--- src/rtl/forward_rotor0_stage.sv ---
// Rotor 0 forward path: owns the rotor position, steps it per accepted character,
// and substitutes through the wiring in a two-stage valid/ready pipeline.
module forward_rotor0_stage #(
  parameter logic [4:0] NOTCH       = 5'd16,
  parameter logic [4:0] RING        = 5'd0,
  parameter bit         STEP_ALWAYS = 1'b1
) (
  input  logic       clk,
  input  logic       rst,
  input  logic       load_en,
  input  logic [4:0] load_pos,
  input  logic       in_valid,
  input  logic [4:0] in_data,
  output logic       in_ready,
  input  logic       step_in,
  output logic       out_valid,
  output logic [4:0] out_data,
  input  logic       out_ready,
  output logic       carry_out,
  output logic [4:0] position,
  output logic       err
);

  function automatic logic [4:0] wiring(input logic [4:0] i);
    case (i)
      5'd0:  wiring = 5'd4;   5'd1:  wiring = 5'd10;  5'd2:  wiring = 5'd12;
      5'd3:  wiring = 5'd5;   5'd4:  wiring = 5'd11;  5'd5:  wiring = 5'd6;
      5'd6:  wiring = 5'd3;   5'd7:  wiring = 5'd16;  5'd8:  wiring = 5'd21;
      5'd9:  wiring = 5'd25;  5'd10: wiring = 5'd13;  5'd11: wiring = 5'd19;
      5'd12: wiring = 5'd14;  5'd13: wiring = 5'd22;  5'd14: wiring = 5'd24;
      5'd15: wiring = 5'd7;   5'd16: wiring = 5'd23;  5'd17: wiring = 5'd20;
      5'd18: wiring = 5'd18;  5'd19: wiring = 5'd15;  5'd20: wiring = 5'd0;
      5'd21: wiring = 5'd8;   5'd22: wiring = 5'd1;   5'd23: wiring = 5'd17;
      5'd24: wiring = 5'd2;   5'd25: wiring = 5'd9;
      default: wiring = 5'd0;
    endcase
  endfunction

  logic [4:0] position_q, position_d;
  logic       s1_valid_q, s1_valid_d;
  logic [4:0] s1_idx_q, s1_idx_d;
  logic [4:0] s1_off_q, s1_off_d;
  logic       s1_inv_q, s1_inv_d;
  logic [4:0] s1_raw_q, s1_raw_d;
  logic       s2_valid_q, s2_valid_d;
  logic [4:0] out_data_q, out_data_d;
  logic       carry_q, carry_d;
  logic       err_q, err_d;

  logic       advance, accept, invalid, do_step;
  logic [4:0] p_new;
  logic [5:0] off_sum, off, idx_sum, idx, diff;

  always_comb begin
    advance  = !s2_valid_q | out_ready;
    in_ready = advance & !load_en;
    accept   = in_valid & in_ready;
    invalid  = (in_data >= 5'd26);
    do_step  = (STEP_ALWAYS | step_in) & !invalid;
    p_new    = position_q;
    if (do_step) p_new = (position_q == 5'd25) ? 5'd0 : position_q + 5'd1;

    // p_new <= 25 so the biased sum stays below 52; one subtract normalises it
    off_sum = {1'b0, p_new} + 6'd26 - {1'b0, RING};
    off     = (off_sum >= 6'd26) ? off_sum - 6'd26 : off_sum;
    idx_sum = {1'b0, in_data} + off;
    idx     = (idx_sum >= 6'd26) ? idx_sum - 6'd26 : idx_sum;

    diff = {1'b0, wiring(s1_idx_q)} - {1'b0, s1_off_q};
    if (diff[5]) diff = diff + 6'd26;

    position_d = position_q;
    s1_valid_d = s1_valid_q;
    s1_idx_d   = s1_idx_q;
    s1_off_d   = s1_off_q;
    s1_inv_d   = s1_inv_q;
    s1_raw_d   = s1_raw_q;
    s2_valid_d = s2_valid_q;
    out_data_d = out_data_q;

    if (load_en)     position_d = (load_pos >= 5'd26) ? 5'd0 : load_pos;
    else if (accept) position_d = p_new;

    if (advance) begin
      s1_valid_d = accept;
      if (accept) begin
        s1_idx_d = idx[4:0];
        s1_off_d = off[4:0];
        s1_inv_d = invalid;
        s1_raw_d = in_data;
      end
      s2_valid_d = s1_valid_q;
      if (s1_valid_q) out_data_d = s1_inv_q ? s1_raw_q : diff[4:0];
    end

    carry_d = accept & do_step & (position_q == NOTCH);
    err_d   = load_en ? 1'b0 : (err_q | (accept & invalid));
  end

  always_ff @(posedge clk or posedge rst) begin
    if (rst) begin
      position_q <= 5'd0;
      s1_valid_q <= 1'b0;
      s1_idx_q   <= 5'd0;
      s1_off_q   <= 5'd0;
      s1_inv_q   <= 1'b0;
      s1_raw_q   <= 5'd0;
      s2_valid_q <= 1'b0;
      out_data_q <= 5'd0;
      carry_q    <= 1'b0;
      err_q      <= 1'b0;
    end else begin
      position_q <= position_d;
      s1_valid_q <= s1_valid_d;
      s1_idx_q   <= s1_idx_d;
      s1_off_q   <= s1_off_d;
      s1_inv_q   <= s1_inv_d;
      s1_raw_q   <= s1_raw_d;
      s2_valid_q <= s2_valid_d;
      out_data_q <= out_data_d;
      carry_q    <= carry_d;
      err_q      <= err_d;
    end
  end

  assign out_valid = s2_valid_q;
  assign out_data  = out_data_q;
  assign carry_out = carry_q;
  assign position  = position_q;
  assign err       = err_q;

endmodule

--- config.mk ---
export PLATFORM = sky130hd
export DESIGN_NAME = forward_rotor0_stage
export DESIGN_NICKNAME = d
export VERILOG_FILES = /design/src/rtl/forward_rotor0_stage.sv
export SDC_FILE = /design/constraint.sdc
export NUM_CORES = 1
export LEC_CHECK = 0
export ABC_AREA = 1
export BUFFER_PORTS_ARGS = -buffer_cell sky130_fd_sc_hd__buf_2
export CORE_MARGIN = 5
export CORE_UTILIZATION = 50
export CTS_BUF_LIST = sky130_fd_sc_hd__clkbuf_4
export DETAILED_ROUTE_END_ITERATION = 8
export PLACE_DENSITY = 0.68
export SLEW_MARGIN = 5
export SYNTH_ARGS = -nofsm -noshare
export SYNTH_HDL_FRONTEND = slang
export SYNTH_SLANG_ARGS = --single-unit
export TNS_END_PERCENT = 50
--- constraint.sdc ---
create_clock -name clk -period 5 [get_ports clk]
set_input_delay 1 -clock clk [delete_from_list [all_inputs] [get_ports clk]]
set_output_delay 1 -clock clk [all_outputs]
set_load 0.02 [all_outputs]
# After elaboration in Yosys (flattened, before gate mapping)
# Memory sizes are Yosys's and may differ from the RTL's.
# Cells that the tools add are included.
dict set report word_totals {
  input_bits 16
  ramBits 0
  latchBits 0
  rom_bits 160
  ff_bits 30
  memories 1
}
# name depth word_bits rd rd_clocked_by_memory_dff write_ports line
set mem_list {}
lappend mem_list {{(no name shown)} 32 5 1 0 0 25} ;# case (i)
dict set report classes {
  n_reduce_logical 6
  div_mod_pow 0
  order_cmp 4
  muxes 10
  shift 0
  eq_ne 2
  n_mul 0
  n_bitwise 7
  add_sub_neg 7
}
# cell n
set ops {}
lappend ops {{5-bit 2-to-1 mux} 8}
lappend ops {{6-bit by 5-bit >= comparator with 1-bit output (second input constant)} 2}
lappend ops {{5-bit equality test (second input constant)} 2}
lappend ops {{5-bit >= comparator (second input constant)} 2}
lappend ops {{5-bit by 5-bit adder with 6-bit output (second input constant)} 1}
lappend ops {{5-bit by 6-bit adder with 6-bit output} 1}
lappend ops {{6-bit 2-to-1 mux} 1}
lappend ops {{5-bit by 5-bit subtractor with 6-bit output} 1}
lappend ops {{6-bit by 5-bit subtractor with 6-bit output (second input constant)} 1}
lappend ops {{5-bit by 1-bit adder with 5-bit output (second input constant)} 1}
lappend ops {{5-bit adder (second input constant)} 1}
lappend ops {{1-bit bitwise AND} 5}
lappend ops {{5-bit subtractor (second input constant)} 1}
lappend ops {{2-bit AND reduction} 2}
lappend ops {{1-bit zero test} 3}
lappend ops {{1-bit bitwise OR} 2}
lappend ops {{2-bit nonzero test} 1}
lappend ops {{1-bit 2-to-1 mux} 1}

# Depth between registers and ports, before layout
dict set report depth {
  depth_word 9
  depth_mapped 33
}

# Worst setup path after synthesis
# No wires, ideal clock.
dict set report synth_timing {
  path_type {input -> register}
  startpoint {input port in_data[1]}
  endpoint {register s1_idx_q[3]}
  setup_ns 0.116
  path_buffers 0
  t_arrival_ns 3.864
  path_stages 29
  setup_slack_ns 1.020
  path_cell_list {inv_2 nand2_1 nand2_4 inv_2 nand2_1 nand2_2 ha_1 nor2_1 nand2_1 o21ai_2 inv_2 nand2_4 nand2_2 xor2_1 inv_1 ha_1 nand2_1 nor2_1 a211oi_1 or2_2 nand2_1 a21oi_1 inv_1 nand2_4 nand3_2 nand2_1 nand2_1 nand2_1 nand2_1}
}
dict set report synth_via {
  elab_chain_len 8
  word_cells_on_any_way 10
}
# element line
set synth_rtl {}
lappend synth_rtl {{from (decl)} 13} ;# input logic [4:0] in_data,
lappend synth_rtl {{5-bit >= comparator (*)} 58} ;# invalid = (in_data >= 5'd26);
lappend synth_rtl {{5-bit 2-to-1 mux (*)} 61} ;# if (do_step) p_new = (position_q == 5'd25) ? 5'd0 : position_q + 5'd1;
lappend synth_rtl {{5-bit by 5-bit adder with 6-bit output (*)} 64} ;# off_sum = {1'b0, p_new} + 6'd26 - {1'b0, RING};
lappend synth_rtl {{6-bit by 5-bit subtractor with 6-bit output / 6-bit by 5-bit >= comparator with 1-bit output (equally long branches)} 65} ;# off = (off_sum >= 6'd26) ? off_sum - 6'd26 : off_sum;
lappend synth_rtl {{6-bit 2-to-1 mux (*)} 65}
lappend synth_rtl {{via off[2]} 52} ;# logic [5:0] off_sum, off, idx_sum, idx, diff;
lappend synth_rtl {{5-bit by 6-bit adder with 6-bit output (*)} 66} ;# idx_sum = {1'b0, in_data} + off;
lappend synth_rtl {{5-bit subtractor / 6-bit by 5-bit >= comparator with 1-bit output (equally long branches)} 67} ;# idx = (idx_sum >= 6'd26) ? idx_sum - 6'd26 : idx_sum;
lappend synth_rtl {{5-bit 2-to-1 mux (*)} 67}
lappend synth_rtl {{to (signal assigned)} 115} ;# s1_idx_q <= s1_idx_d;
lappend synth_rtl {{to (decl)} 41} ;# logic [4:0] s1_idx_q, s1_idx_d;
# The timed path passes the listed nets; every way through them passes the cells marked *.
# A chain may end at the register's enable or synchronous reset.

# Worst setup path after layout
# Ends and elaborated chain as after synthesis.

==> results.md <==
* Buffers on Ports at 28
* Clock transition at path regs at about 0.10 ns
* Fin crit period at around 4.2 ns
* Worst Setup Start Kind: primary input
* RSZ-0062 raised after global routing: false
* Number of placement rows at 25
* FMAX at around 240 MHz
* Power per cell area at around 650 nW/µm²
* Resized cells post-CTS at 0
* Die area at 6400 µm²
* GR Layer Usage met2 at 0.312
* Setup Skew at about 0.014 ns
* Met1 Track Usage GR at 0.235
* Setup TNS at 0 ns
* Synth area leaders: dfrtp_1, nand2_1, ha_1, inv_1, o21ai_0
* Hold crit path type: reg -> reg
* DR iter-0 viols at 134
* Routed wire length per instance at 11.5 µm
* # fillers at 471
* # nets final at between 400 and 500
* Data arrival, critical path at 4.39 ns
* First-pass GRT wire length at roughly 9300 µm
* Leakage Power at 0.00148 µW
* Setup violators final at 0
* Max-slew violation count at 0
* Pin count of the biggest net entering global routing at 31
* Worst-Skew Late Latency at approximately 0.32 ns
* Register area share after synthesis at 0.306
* H-tree levels at 2
* # diodes at 0
* Vias in the first global route at around 2,100
* Register-to-Register Path Depth at 32
* Max-slew headroom at the worst pin at 0.561
* CTS buffer count at 5
* Initial Util at 0.516
* Share of layout cells above drive strength 1 at 0.167
* Busiest grt layer: met2
* Final worst path period share at 0.836
* CP peak stage delay at 0.35 ns
* Detailed placer's ending HPWL at 4120 µm
* Worst-Margin Slew at between 0.6 and 0.7 ns
* Most common cell in the netlist: nand2_1
* Final Hold Fails at 0
* Vias per std cell at 4.97
* Synth cell count leaders: nand2_1, inv_1, dfrtp_1
* Cell area after synthesis at about 2500 µm²
* Die X-Extent at between 80 and 90 µm
* CTS max path bufs at 2
* Total DRC errors in the routed layout at 0
* Post-synthesis cell type count at 33
* Area grow syn2layout at 10.8%
* Post-synth EDFFs at 0
* Cell mode on critical path: nand2_1
* Clk sink count at 30
* Number of synthesized register bits at 30
* Sequential cell area at 751 µm²
* # hold bufs at CTS at 0
* Peak supply drop at about 0.00029 V
* Setup Crit Path Kind: in -> reg
* Routability Congestion at slightly below 0.9
* Synth Flop Type: dfrtp_1
* Status: completed
* CORE AREA at approximately 4800 µm²
* CTS tree: built
* Synth warn at 0
* Crit end category: flip-flop
* CP Max Fanout at 8
* Crit path max-delay cell type: ha_1
* WL final at slightly above 5000 µm
* Max-cap violations at 0
* Grt total ovfl at 0
* Asr flop ratio synth at 1.00
* TritonRoute pass-1 iters at 4
* Post-Syn Instances at roughly 340
* I/O pins at 30
* GRT Util Overall at 0.179
* Mapped Nets at around 380
* Required @ worst endpoint at 5.21 ns
* Hold_ws at 0.485 ns
* Setup Buffers After CTS at 0
* Total number of vias at 2,175
* Die H at between 80 and 90 µm
* Met3 usage at 0.0147
* WHS Path Cells at 2
* Synth area leader: dfrtp_1
* Multi-input gate area at ~1500 µm²
* Syn_area_per_cell at 7.23 µm²
* Antenna violations before repair at 0
* Area share of the largest cell type after synthesis at 0.306
* DRT antenna net count at 0
* Root Driver: clkbuf_4
==> placed cells by master, fill, tap and decap left out, drive strengths merged <==
cell,Yosys,routed
a211oi,3,3
a21oi,9,9
a311oi,1,1
a31oi,1,1
buf,1,29
clkbuf,4,5
clkinv,1,3
clkinvlp,0,1
dfrtp,30,30
fa,2,2
ha,24,24
inv,49,49
nand2,109,109
nand3,24,24
nand3b,1,1
nand4,5,5
nor2,21,21
nor3,1,1
o211ai,5,5
o21a,2,2
o21ai,30,30
o221ai,2,2
o22ai,2,2
or2,2,2
xnor2,2,2
xor2,8,8
==> routing by layer <==
layer  wire length, µm  up-vias  share of wire
met5                 0        -              0
met4                61        0          0.012
met3               134        4          0.027
met2              2410       33           0.48
met1              2450      974           0.48
li1                  -     1164              -
==> registers in the layout (all words and copies together), names as in the netlist <==
register	cells
s1_inv_q	1
out_data	5
s1_off_q	5
carry_out	1
s1_raw_q	5
err	1
s1_idx_q	5
out_valid	1
position	5
s1_valid_q	1
==> critical path, delay by kind of cell <==
kind,cells,cell delay [ns]
simple gates,18,1.48
buf+inv,6,0.53
compound gates,3,0.56
xor+xnor,1,0.19
fa+ha+maj,2,0.64
==> path summary, 6_finish.rpt <==
kind                               end  slack [ns]   startpoint
setup reg to reg           s1_idx_q[3]        1.00  position[1]
hold reg to reg            out_data[1]        0.48  out_data[1]
min in group asynchronous  out_data[3]        0.72          rst
setup / recovery           s1_idx_q[3]        0.82   in_data[1]
hold / removal             out_data[1]        0.48  out_data[1]
max in group asynchronous  s1_idx_q[3]        3.99          rst
==> logic make-up after synthesis <==
logic type | Yosys count | synth area share
AO/OA/AOI/OAI | 55 | 0.135
XOR/XNOR | 10 | 0.0357
adder cells (fa/ha/maj) | 26 | 0.139
buffers and inverters | 55 | 0.0847
flip-flops | 30 | 0.306
AND/OR/NAND/NOR | 163 | 0.300
==> through the flow <==
step / utilization / worst slack (ns) / total power, µW / std cells / area, µm²
6_report: 0.571 / 0.818 / 1780 / 438 / 2720
5_1_grt: 0.571 / 0.412 / 2030 / 438 / 2720
4_1_cts: 0.571 / 0.827 / 1800 / 438 / 2720
3_5_place_dp: 0.560 / 0.481 / 1650 / 430 / 2660
3_3_place_gp: 0.560 / 0.520 / 1630 / 430 / 2660
2_1_floorplan: - / 1.02 / 1400 / 339 / 2450
==> power by group <==
part / internal [µW] / switching, µW / total [µW]
sequential: 313 / 73.6 / 387
combinational: 504 / 752 / 1260
clock: 52.2 / 83.1 / 135
total: 869 / 908 / 1780
==> cell type report <==
cell class                 instances  area share
multi-input combinational        254       0.550
tap                               67      0.0309
clock inverter                     3     0.00599
timing repair buffer              29      0.0544
sequential                        30       0.276
clock buffer                       5      0.0138
inverter                          50      0.0691
Note: power is estimated with default switching activity, not from simulation.
